$ cat src/rtl/kbd_matrix_scan_if.sv
// Keypad-side bundle: matrix pins plus the key/ready/ack handshake to the CPU I/O block.
interface kbd_matrix_scan_if;
  logic [3:0] ROW;
  logic [3:0] COL;
  logic [3:0] KEY;
  logic       READY;
  logic       ACK;
  logic       OVR;
  logic       PRESSED;

  modport master (
    input  ROW, ACK,
    output COL, KEY, READY, OVR, PRESSED
  );

  modport slave (
    output ROW, ACK,
    input  COL, KEY, READY, OVR, PRESSED
  );
endinterface

$ cat src/rtl/kbd_matrix_scan.sv
// 4x4 key matrix scanner: column drive, full-scan debounce, single-key event reporting
// with a ready/ack handshake and sticky overrun flag.
module kbd_matrix_scan #(
  parameter int in_clock  = 50_000_000,
  parameter int col_rate  = 1000,
  parameter int deb_scans = 4
) (
  input  logic           clk,
  input  logic           rst_n,
  kbd_matrix_scan_if.master bus
);

  localparam int clk_val = in_clock / col_rate - 1;
  localparam int reg_val = (clk_val > 0) ? $clog2(clk_val + 1) : 1;
  localparam logic [reg_val-1:0] presc_last  = reg_val'(clk_val);
  localparam logic [3:0]         stable_goal = 4'(deb_scans - 1);

  typedef enum logic [1:0] {
    IDLE  = 2'd0,
    HELD  = 2'd1,
    MULTI = 2'd2
  } state_t;

  function automatic logic is_onehot(input logic [15:0] v);
    is_onehot = (v != 16'd0) && ((v & (v - 16'd1)) == 16'd0);
  endfunction

  function automatic logic [3:0] bit_index(input logic [15:0] v);
    bit_index = 4'd0;
    for (int i = 15; i >= 0; i--) begin
      if (v[i]) bit_index = 4'(i);
    end
  endfunction

  logic [3:0]         row_meta_r, row_sync_r;
  logic [reg_val-1:0] presc_r;
  logic [1:0]         col_r;
  logic [1:0]         col_nxt_s;
  logic [3:0]         col_out_r;
  logic [15:0]        snap_r, prev_r, deb_r;
  logic [15:0]        snap_done_s;
  logic [3:0]         stable_r, stable_next_s;
  logic               tick_s, scan_end_s;
  state_t             state_r, state_nxt_s;
  logic               event_s;
  logic [3:0]         code_s;
  logic [3:0]         key_r;
  logic               ready_r, ovr_r, pressed_r;

  always_ff @(posedge clk or negedge rst_n) begin
    if (!rst_n) begin
      row_meta_r <= 4'hF;
      row_sync_r <= 4'hF;
    end else begin
      row_meta_r <= bus.ROW;
      row_sync_r <= row_meta_r;
    end
  end

  always_ff @(posedge clk or negedge rst_n) begin
    if (!rst_n)      presc_r <= '0;
    else if (tick_s) presc_r <= '0;
    else             presc_r <= presc_r + 1'b1;
  end

  // The column being sampled has been driven for a whole prescaler period.
  always_comb begin
    tick_s      = (presc_r == presc_last);
    scan_end_s  = tick_s && (col_r == 2'd3);
    col_nxt_s   = col_r + 2'd1;
    snap_done_s = snap_r;
    snap_done_s[{col_r, 2'b00} +: 4] = ~row_sync_r;
    if (snap_done_s == prev_r) begin
      stable_next_s = (stable_r == 4'hF) ? stable_r : stable_r + 4'd1;
    end else begin
      stable_next_s = 4'd0;
    end
  end

  always_ff @(posedge clk or negedge rst_n) begin
    if (!rst_n) begin
      col_r     <= 2'd0;
      col_out_r <= 4'b1110;
      snap_r    <= 16'd0;
      prev_r    <= 16'd0;
      stable_r  <= 4'd0;
      deb_r     <= 16'd0;
    end else if (tick_s) begin
      snap_r    <= snap_done_s;
      col_r     <= col_nxt_s;
      col_out_r <= ~(4'b0001 << col_nxt_s);
      if (scan_end_s) begin
        prev_r   <= snap_done_s;
        stable_r <= stable_next_s;
        if (stable_next_s >= stable_goal) deb_r <= snap_done_s;
      end
    end
  end

  always_ff @(posedge clk or negedge rst_n) begin
    if (!rst_n) state_r <= IDLE;
    else        state_r <= state_nxt_s;
  end

  always_comb begin
    state_nxt_s = state_r;
    case (state_r)
      IDLE: begin
        if (deb_r == 16'd0)     state_nxt_s = IDLE;
        else if (is_onehot(deb_r)) state_nxt_s = HELD;
        else                    state_nxt_s = MULTI;
      end
      HELD: begin
        if (deb_r == 16'd0)     state_nxt_s = IDLE;
        else if (is_onehot(deb_r)) state_nxt_s = HELD;
        else                    state_nxt_s = MULTI;
      end
      MULTI: begin
        if (deb_r == 16'd0) state_nxt_s = IDLE;
        else                state_nxt_s = MULTI;
      end
      default: state_nxt_s = IDLE;
    endcase
  end

  always_comb begin
    event_s = 1'b0;
    code_s  = bit_index(deb_r);
    case (state_r)
      IDLE:    event_s = is_onehot(deb_r);
      HELD:    event_s = 1'b0;
      MULTI:   event_s = 1'b0;
      default: event_s = 1'b0;
    endcase
  end

  // A press arriving with an unread code is dropped unless the CPU acks in the same clock.
  always_ff @(posedge clk or negedge rst_n) begin
    if (!rst_n) begin
      key_r     <= 4'd0;
      ready_r   <= 1'b0;
      ovr_r     <= 1'b0;
      pressed_r <= 1'b0;
    end else begin
      pressed_r <= |deb_r;
      if (event_s) begin
        if (!ready_r) begin
          key_r   <= code_s;
          ready_r <= 1'b1;
        end else if (!bus.ACK) begin
          ovr_r <= 1'b1;
        end else begin
          key_r <= code_s;
        end
      end else if (bus.ACK && ready_r) begin
        ready_r <= 1'b0;
        ovr_r   <= 1'b0;
      end
    end
  end

  assign bus.COL     = col_out_r;
  assign bus.KEY     = key_r;
  assign bus.READY   = ready_r;
  assign bus.OVR     = ovr_r;
  assign bus.PRESSED = pressed_r;

endmodule
$ cat src/flat_wrapper.sv
// flat-port wrapper written by rule: the top's interface ports become plain ports
module kbd_matrix_scan_flat 
#(
  parameter int in_clock  = 50_000_000,
  parameter int col_rate  = 1000,
  parameter int deb_scans = 4
)
  (clk, rst_n, bus_ROW, bus_ACK, bus_COL, bus_KEY, bus_READY, bus_OVR, bus_PRESSED);
  kbd_matrix_scan_if bus_i ();
  input  logic clk;
  input  logic rst_n;
  input wire logic [$bits(bus_i.ROW)-1:0] bus_ROW;
  input wire logic [$bits(bus_i.ACK)-1:0] bus_ACK;
  output wire logic [$bits(bus_i.COL)-1:0] bus_COL;
  output wire logic [$bits(bus_i.KEY)-1:0] bus_KEY;
  output wire logic [$bits(bus_i.READY)-1:0] bus_READY;
  output wire logic [$bits(bus_i.OVR)-1:0] bus_OVR;
  output wire logic [$bits(bus_i.PRESSED)-1:0] bus_PRESSED;
  assign bus_i.ROW = bus_ROW;
  assign bus_i.ACK = bus_ACK;
  assign bus_COL = bus_i.COL;
  assign bus_KEY = bus_i.KEY;
  assign bus_READY = bus_i.READY;
  assign bus_OVR = bus_i.OVR;
  assign bus_PRESSED = bus_i.PRESSED;
  kbd_matrix_scan #(.in_clock(in_clock), .col_rate(col_rate), .deb_scans(deb_scans)) u_core (.clk(clk), .rst_n(rst_n), .bus(bus_i));
endmodule
$ cat config.mk
export PLATFORM = sky130hd
export DESIGN_NAME = kbd_matrix_scan_flat
export DESIGN_NICKNAME = d
export VERILOG_FILES = /design/src/rtl/kbd_matrix_scan_if.sv /design/src/rtl/kbd_matrix_scan.sv /design/src/flat_wrapper.sv
export SDC_FILE = /design/constraint.sdc
export NUM_CORES = 1
export LEC_CHECK = 0
export CAP_MARGIN = 20
export CORE_UTILIZATION = 60
export DETAILED_ROUTE_END_ITERATION = 8
export GPL_ROUTABILITY_DRIVEN = 0
export GPL_TIMING_DRIVEN = 0
export HOLD_SLACK_MARGIN = 0.05
export PLACE_DENSITY = 0.81
export SLEW_MARGIN = 20
export SYNTH_ARGS = -nofsm -noshare
export SYNTH_HDL_FRONTEND = slang
export SYNTH_SLANG_ARGS = --single-unit
$ cat constraint.sdc
create_clock -name clk -period 6.2 [get_ports clk]
set_clock_uncertainty 0.2 [all_clocks]
set_input_delay 1.24 -clock clk [delete_from_list [all_inputs] [get_ports clk]]
set_output_delay 1.24 -clock clk [all_outputs]
set_load 0.01 [all_outputs]
==> reports/results.ini <==
[cts]
holdBufCountCts=0
cts_buffers=9
clkTransAtPathRegs_ns=0.08
post_cts_buffers=0
cts_tree=done
clock_sinks=91
insertion_delay_ns=0.37
cts_buffer_depth=2
root_buffer=clkbuf_8
cts_resized=0
htreeDepth=3

[detailed_routing]
drcViolationCount=0
dr_wl_met2_um=4710
wirelength_um=9740
post_drt_wl_per_cell_um=16.5
dr.pass1.iters=6
highest_layer=met4
drt_iter0_drc=250
routed_via_density=5.96
vias=3526
postRouteAntennaNets=0
m1WireLength_um=4350
wl_met3_um=499

[die]
die_w_um=89.2
start_util=0.626
num_rows=31
dieArea_um2=7960
pin_count=18
coreArea_um2=7290
die_y_um=89.2

[final_layout]
finalNonFillerCells=592
post-route-util=0.694
final_area_um2=5060
drive_above_1_share=0.103
syn2layout_area_growth_pct=10.9
diodes=0
fin_nets=502
fill_cells=595

[worst_setup_path]
crit_path_max_incr_delay_ns=0.46
worstPathCellList=buf_2 > inv_1 > ha_1 > nor4b_2 > mux2i_1 > a22o_1 > nor4_1 > and3_1 > buf_4 > nand3_4 > buf_6 > mux2_4
cp-start-kind=flop
critical_path_required_ns=6.25
cp_max_fo=10
slowest_stage=dfrtp_1
end_kind=flop
r2r-end=u_core.deb_r[15]
critical_path_class=reg -> reg
r2r-start=u_core.col_r[0]
worstRegToRegCells=12
reg2reg_slack_ns=2.49
cp.arrival_ns=3.76

[hold_path]
min_path_cells=0
hold_class=reg -> reg
min_to=u_core.row_sync_r[0]
hold_start=u_core.row_meta_r[0]

[job]
maxCapViolCount=0

[sta]
rsz0062_at_grt=false
period_minus_slack_ns=3.71
fin_hold_ws_ns=0.157
slew_headroom=0.550
fin_ws_ns=2.49
final_hold_viol_count=0
finalSetupViolCount=0
max_freq_ghz=0.270
period_share=0.598
tightest_slew_ns=0.675
maxSlewViolCount=0
fin_tns_setup_ns=0

[synthesis]
synth_top_cell_by_area=dfrtp_1
synth.avg_cell_area_um2=9.94
netlist.area_leader.share=0.439
synth_warnings=0
synth.area.top_cells=dfrtp_1, dfstp_2, nand2_1
yosysSeqAreaShare=0.502
syn-cell-area_um2=4560
synth_edf_count=0
synth_cell_types=65
syn_nets=473
ys.flop_type=dfrtp_1
synthTopCellsByCount=dfrtp_1, nand2_1, o21ai_0, nor2_1, inv_1
yosys.cell_count.top_type=dfrtp_1
synth_cells=459
async_reset_ff_frac=1.00
yosys_register_bits=91

[placement]
io_buffers=17
dp_hpwl_um=7090
dp_slack_ns=2.57
dp_cells=576
post_dp_cell_area_um2=4870

[power]
power.density_nw_per_um2=202
peakVddDrop_v=0.000138
power.total_mw=1.02
p_leak_nw=2.34

[global_route]
grt_start_max_net_pins=55
grt_pass1_vias=3431
grt_util_all_layers=0.273
overflow=0
grt_pass1_wl_um=16200
grt_antenna_before_repair=0

[run_status]
outcome=finished clean

## cells by family after synthesis
family          share of synthesized area
compound gates                      0.148
xor+xnor                           0.0499
fa+ha+maj                          0.0236
buf+inv                            0.0436
flops                               0.502
mux                                0.0560
simple gates                        0.177
## worst max-delay path by stage
stage	startpoint	endpoint	slack [ns]	depth (start not counted)
floorplan	u_core.col_r[0]	u_core.deb_r[14]	3.05	13
global placement	rst_n	u_core.presc_r[1]	0.50	1
detailed placement	u_core.col_r[0]	u_core.deb_r[14]	2.57	12
CTS	u_core.col_r[0]	u_core.deb_r[14]	2.56	12
global route	u_core.col_r[0]	u_core.deb_r[15]	2.28	13
finish	u_core.col_r[0]	u_core.deb_r[15]	2.49	12
## power by group
| group | internal [mW] | switching (mW) | leakage (nW) |
|---|---|---|---|
| registers | 0.598 | 0.00330 | 1.22 |
| clock network | 0.187 | 0.207 | 0.0828 |
| logic | 0.00942 | 0.0194 | 1.04 |
## cell type report
type / instances / area, um^2 / share of cell area
clock inverter: 4 / 52.6 / 0.0104
buffer: 22 / 116 / 0.0230
multi-input combinational: 324 / 2070 / 0.409
timing repair buffer: 18 / 188 / 0.0371
clock buffer: 12 / 135 / 0.0267
tap: 99 / 124 / 0.0245
inverter: 22 / 82.6 / 0.0163
sequential: 91 / 2290 / 0.453
## worst max-delay path, delay by kind of cell (launching register included)
kind	cells	cell delay, ns
adders and majority gates	1	0.41
and+or+nand+nor	4	1.00
AOI/OAI and AO/OA	1	0.26
muxes	2	0.48
buffers and inverters	4	0.76
DFF	1	0.46
## layout by cell type, fill, tap and decap left out, types with 8 or more instances in the layout
| master | n |
|---|---|
| xor2_1 | 17 |
| xnor2_1 | 9 |
| clkbuf_8 | 9 |
| a21oi_1 | 10 |
| and3_1 | 8 |
| nand2_1 | 59 |
| nand3_1 | 12 |
| o21ai_0 | 38 |
| clkdlybuf4s50_1 | 16 |
| nor3_1 | 15 |
| dfstp_2 | 11 |
| nor2_1 | 30 |
| a31oi_1 | 13 |
| inv_1 | 22 |
| dfrtp_1 | 80 |
| clkbuf_1 | 14 |
| mux2i_1 | 13 |
| o22ai_1 | 8 |
## sequential cells by signal (all words and copies together), names as in the netlist, 2 cells and up
signal / cells
u_core.stable_r: 4
u_core.snap_r: 16
u_core.state_r: 2
u_core.presc_r: 16
u_core.bus.COL: 4
u_core.row_meta_r: 4
u_core.row_sync_r: 4
u_core.prev_r: 16
u_core.col_r: 2
u_core.bus.KEY: 4
u_core.deb_r: 16
## layer usage
metal	vias up	track usage
li1	1676	-
met1	1720	0.361
met2	110	0.450
met5	-	0
met3	20	0.0572
met4	0	0.0952
Note: power is estimated with default switching activity, not from simulation.
